`src/rtl/sseg_pkg.sv`:
```
// Shared definitions for the seven-segment display packet generator:
// driver register addresses, FSM states and the init-sequence table.
package sseg_pkg;

    localparam logic [7:0] DIG0    = 8'h01;
    localparam logic [7:0] DECODE  = 8'h09;
    localparam logic [7:0] INTENS  = 8'h0A;
    localparam logic [7:0] SCANLIM = 8'h0B;
    localparam logic [7:0] SHUTDN  = 8'h0C;
    localparam logic [7:0] DISPTST = 8'h0F;

    localparam int NINIT = 5;

    typedef enum logic [2:0] {
        IDL     = 3'd0,
        INI_REQ = 3'd1,
        INI_GAP = 3'd2,
        REF_REQ = 3'd3,
        REF_GAP = 3'd4
    } state_t;

    // Init packet table, indexed 0..NINIT-1 in transmission order.
    function automatic logic [15:0] init_pkt(input logic [3:0] idx,
                                             input logic [3:0] intensity,
                                             input logic [7:0] scan);
        case (idx)
            4'd0:    init_pkt = {DISPTST, 8'h00};
            4'd1:    init_pkt = {DECODE, 8'hFF};
            4'd2:    init_pkt = {INTENS, 4'h0, intensity};
            4'd3:    init_pkt = {SCANLIM, scan};
            default: init_pkt = {SHUTDN, 8'h01};
        endcase
    endfunction

endpackage

```
`src/rtl/sseg_tmr.sv`:
```
// Loadable down-counter; done is high while the count sits at zero.
module sseg_tmr #(
    parameter int W = 10
) (
    input  logic         clk,
    input  logic         rst,
    input  logic         load,
    input  logic [W-1:0] load_val,
    output logic         done
);

    logic [W-1:0] cnt;

    always_ff @(posedge clk or posedge rst) begin
        if (rst) begin
            cnt <= '0;
        end else if (load) begin
            cnt <= load_val;
        end else if (cnt != '0) begin
            cnt <= cnt - 1'b1;
        end
    end

    assign done = (cnt == '0);

endmodule

```
`src/rtl/sseg_ctl.sv`:
```
// Packet generator for pkt_snd: runs the display-driver init sequence after
// reset, then refreshes the digit registers from a latched BCD value.
module sseg_ctl
    import sseg_pkg::*;
#(
    parameter int         NDIG      = 8,
    parameter logic [3:0] INTENSITY = 4'h8,
    parameter int         PKT_CYC   = 512,
    parameter int         GAP_CYC   = 4
) (
    input  logic              clk,
    input  logic              rst,
    input  logic              en,
    input  logic [4*NDIG-1:0] val,
    output logic              preq,
    output logic [15:0]       pkt,
    output logic              init_done,
    output logic              frame_done,
    output state_t            state
);

    localparam int             TW       = $clog2((PKT_CYC > GAP_CYC) ? PKT_CYC : GAP_CYC) + 1;
    localparam logic [TW-1:0]  REQ_LOAD = TW'(PKT_CYC - 1);
    localparam logic [TW-1:0]  GAP_LOAD = TW'(GAP_CYC - 1);
    localparam logic [3:0]     LAST_DIG = 4'(NDIG - 1);
    localparam logic [7:0]     SCAN     = 8'(NDIG - 1);

    logic [3:0]        index;
    logic [4*NDIG-1:0] lat;
    logic              start;
    logic              tmr_load;
    logic              tmr_done;
    logic [TW-1:0]     tmr_val;

    function automatic logic [15:0] ref_pkt(input logic [3:0] dig, input logic [4*NDIG-1:0] v);
        logic [4*NDIG-1:0] sh;
        sh = v >> {dig, 2'b00};
        ref_pkt = {DIG0 + {4'h0, dig}, 4'h0, sh[3:0]};
    endfunction

    // The timer is reloaded on every phase change: REQ length when leaving a
    // gap or idle, GAP length when leaving a request.
    always_comb begin
        start    = (state == IDL) && en && init_done;
        tmr_load = (state == IDL) ? start : tmr_done;
        tmr_val  = (state == INI_GAP || state == REF_GAP || state == IDL) ? REQ_LOAD : GAP_LOAD;
    end

    sseg_tmr #(.W(TW)) u_tmr (
        .clk      (clk),
        .rst      (rst),
        .load     (tmr_load),
        .load_val (tmr_val),
        .done     (tmr_done)
    );

    // preq trails the REQ states by one cycle, so each pkt is already stable
    // for a cycle when preq rises and stays put until the next load.
    always_ff @(posedge clk or posedge rst) begin
        if (rst) begin
            state      <= INI_GAP;
            index      <= '0;
            lat        <= '0;
            pkt        <= '0;
            preq       <= 1'b0;
            init_done  <= 1'b0;
            frame_done <= 1'b0;
        end else begin
            preq       <= (state == INI_REQ) || (state == REF_REQ);
            frame_done <= 1'b0;
            case (state)
                IDL: begin
                    if (start) begin
                        lat   <= val;
                        index <= '0;
                        pkt   <= ref_pkt(4'd0, val);
                        state <= REF_REQ;
                    end
                end
                INI_REQ: begin
                    if (tmr_done) state <= INI_GAP;
                end
                INI_GAP: begin
                    if (tmr_done) begin
                        if (index < 4'(NINIT)) begin
                            pkt   <= init_pkt(index, INTENSITY, SCAN);
                            index <= index + 4'd1;
                            state <= INI_REQ;
                        end else begin
                            init_done <= 1'b1;
                            index     <= '0;
                            state     <= IDL;
                        end
                    end
                end
                REF_REQ: begin
                    if (tmr_done) state <= REF_GAP;
                end
                REF_GAP: begin
                    if (tmr_done) begin
                        if (index < LAST_DIG) begin
                            index <= index + 4'd1;
                            pkt   <= ref_pkt(index + 4'd1, lat);
                            state <= REF_REQ;
                        end else begin
                            frame_done <= 1'b1;
                            if (en) begin
                                lat   <= val;
                                index <= '0;
                                pkt   <= ref_pkt(4'd0, val);
                                state <= REF_REQ;
                            end else begin
                                state <= IDL;
                            end
                        end
                    end
                end
                default: state <= IDL;
            endcase
        end
    end

endmodule
```
`config.mk`:
```
export PLATFORM = sky130hd
export DESIGN_NAME = sseg_ctl
export DESIGN_NICKNAME = d
export VERILOG_FILES = /design/src/rtl/sseg_pkg.sv /design/src/rtl/sseg_tmr.sv /design/src/rtl/sseg_ctl.sv
export SDC_FILE = /design/constraint.sdc
export NUM_CORES = 1
export LEC_CHECK = 0
export ABC_AREA = 1
export BUFFER_PORTS_ARGS = -buffer_cell sky130_fd_sc_hd__buf_2
export CAP_MARGIN = 30
export CORE_MARGIN = 5
export CORE_UTILIZATION = 30
export DETAILED_ROUTE_END_ITERATION = 10
export PLACE_DENSITY = 0.53
export SLEW_MARGIN = 10
export SYNTH_ARGS = -nofsm -noshare
export SYNTH_HDL_FRONTEND = slang
export SYNTH_SLANG_ARGS = --single-unit
export TNS_END_PERCENT = 5
```
`constraint.sdc`:
```
create_clock -name clk -period 2.8 [get_ports clk]
set_input_delay 0 -clock clk [delete_from_list [all_inputs] [get_ports clk]]
set_output_delay 0 -clock clk [all_outputs]
set_load 0.02 [all_outputs]
```
==> metrics.yaml <==
run_status: "finished clean"
path_max_fanout: 32
maxCapViolCount: 0
critical_path_class: "flip-flop to flip-flop"
drtIter0Drc: 164
critPathArrivalTime_ns: 2.50
multiInputGateArea_sq_um: 1660
synthesis.instances: 484
reg2reg_from: "u_tmr.cnt[0]"
gr-total-overflow: 0
wl_um: 9190
critPathLaunchType: "flip-flop"
clock_latency_ns: 0.33
cts_resized: 0
report.final.hold_viol_count: 0
synth_area_per_cell_sq_um: 7.28
min-delay-start: "en"
yosysWarnings: 0
drcViolationCount: 0
setup.worst_path.start: "u_tmr.cnt[0]"
max_freq_mhz: 436
die-width_um: 118
antenna_cells: 0
ctsRootBufferMaster: "clkbuf_16"
ys_ff_latch: 62
vdd_ir_drop_max_uv: 228
grt_max_degree: 33
hold_path_class: "primary input to flip-flop"
rsz0062_at_grt: "no"
wl_per_cell_um: 12.8
p_total_mw: 2.00
die_y_um: 118
grt_pass1_wl_um: 16000
leakagePower_nw: 2.36
post-route-min-period_ns: 2.29
globalplace.congestion: 0.856
setup_violations: 0
grt_antenna_before_repair: 0
final_nets: 611
hpwl_um: 6540
synth_seq_area_share: 0.441
endpoint_kind: "flip-flop"
dieArea_sq_um: 14000
ctsHoldBuffers: 33
crit_required_ns: 3.01
slew_viol_final: 0
setup_tns_ns: 0
fin_skew_ns: 0.00808
worstMarginPinSlew_ns: 0.718
clk_pin_slew_ns: 0.05
start_util: 0.307
hold_ws_ns: 0.159
portBuffers: 53
drive_above_1_share: 0.152
syn_area_sq_um: 3520
cts_tree: "yes"
grt_usage: 0.137
ys_types: 32
min_path_cells: 5
area_growth_pct: 27.5
power_density_nw_per_um2: 446
htree_levels: 3
reg2reg_depth: 9
cts_sinks: 62
nFillCells: 1221
pin_count: 57
drtAntennaViolNets: 0
viasPerCell: 4.63
regArea_sq_um: 1550
coreArea_sq_um: 11500
first_pass_iters: 4
relSlewSlack: 0.520
clockBufferDepth: 2
grt_pass1_vias: 3459
post_cts_buffers: 0
vias: 3323
fin_crit_sh: 0.819
num_rows: 39
cts_buffers: 9
-- state kept, by name, summed over array words and instances, names as in the netlist --
register and count:
frame_done 1, state 3, u_tmr.cnt 10, preq 1, index 4, pkt 10
lat 32, init_done 1
-- cells in the mapped netlist --
| cell type | instances | area share |
|---|---|---|
| nand3_2 | 2 | 0.0057 |
| xnor2_1 | 2 | 0.0050 |
| nand3_1 | 74 | 0.11 |
| nand3b_1 | 1 | 0.0021 |
| nor3_1 | 3 | 0.0043 |
| nand4_1 | 3 | 0.0053 |
| inv_1 | 43 | 0.046 |
| a21oi_1 | 15 | 0.021 |
| clkbuf_1 | 4 | 0.0043 |
| nor2_2 | 1 | 0.0018 |
| nand4_2 | 1 | 0.0036 |
| nand2_1 | 195 | 0.21 |
| o21bai_1 | 1 | 0.0021 |
| o21ai_1 | 1 | 0.0014 |
| a21oi_4 | 1 | 0.0046 |
| nor2_1 | 21 | 0.022 |
| clkbuf_2 | 1 | 0.0014 |
| nand2_2 | 3 | 0.0053 |
| buf_6 | 4 | 0.013 |
| xor2_1 | 4 | 0.0099 |
| a31oi_1 | 1 | 0.0018 |
| a21boi_0 | 1 | 0.0021 |
| o211ai_1 | 1 | 0.0021 |
| o21ai_0 | 16 | 0.023 |
| dfrtp_1 | 61 | 0.43 |
| conb_1 | 1 | 0.0011 |
| buf_4 | 12 | 0.026 |
| o221ai_1 | 1 | 0.0025 |
| clkinv_1 | 1 | 0.0011 |
| ha_1 | 7 | 0.025 |
| dfstp_2 | 1 | 0.0075 |
| nor2_4 | 1 | 0.0032 |
-- worst paths after layout --
kind	to	slack [ns]
min in group asynchronous	u_tmr.cnt[7]	0.20
max	lat[22]	0.51
min	state[1]	0.16
max reg2reg	lat[22]	0.51
min reg2reg	lat[8]	0.47
max in group asynchronous	lat[7]	1.82
-- kinds of logic after synthesis --
kind of cell    Yosys count  synth area share
buf+inv                  65            0.0909
xor+xnor                  6            0.0149
fa+ha+maj                 7            0.0249
other cells               1           0.00106
flops                    62             0.441
simple gates            305             0.367
compound gates           38            0.0608
-- report_power, final --
| part | switching [mW] | internal, mW |
|---|---|---|
| clock | 0.399 | 0.617 |
| combinational | 0.0392 | 0.0523 |
| sequential | 0 | 0.897 |
-- layer usage --
metal,GRT usage,wire length [um],vias up
li1,-,-,1702
met1,0.172,4400,1544
met2,0.235,4330,68
met3,0.0334,367,9
met4,0.0358,92,0
met5,0,0,-
-- cell type report --
class	count	share of cell area
flip-flops and latches	62	0.346
multi-input cells	359	0.369
clock inverters	6	0.00836
clock buffers	10	0.0532
well taps	143	0.0398
inverters	44	0.0368
repair buffers	93	0.147
-- metrics by stage --
step                      cell area (sq um)   util  std cells  setup WS (ns)
after floorplan                        3530      -        486          0.786
after global placement                 3860  0.337        667          0.532
after detailed placement               3880  0.339        668          0.500
after CTS                              4490  0.392        717          0.483
after global routing                   4490  0.392        717          0.230
final                                  4490  0.392        717          0.506
-- critical path: stages, from the launching register on --
cell and delay, ns:
dfrtp_1 0.40, inv_1 0.14, ha_1 0.25, nand2_1 0.11, nor2_1 0.18, nand2_2 0.16
nand2_2 0.25, nand2_2 0.43, nand2_1 0.19, nand2_1 0.06
-- cells in the final DEF (no fill, tap or decap), types with 2 or more instances in the layout --
cell	n
nand2_2	3
nand2_1	195
a21oi_1	15
inv_1	42
buf_2	53
nor3_1	3
xor2_1	4
clkbuf_16	9
nand3_1	74
ha_1	7
nor2_1	21
nand4_1	3
conb_1	3
clkinvlp_4	3
o21ai_0	16
buf_4	6
xnor2_1	2
dlygate4sd3_1	33
clkinv_2	3
nand3_2	2
dfrtp_1	61
Note: power is estimated with default switching activity, not from simulation.
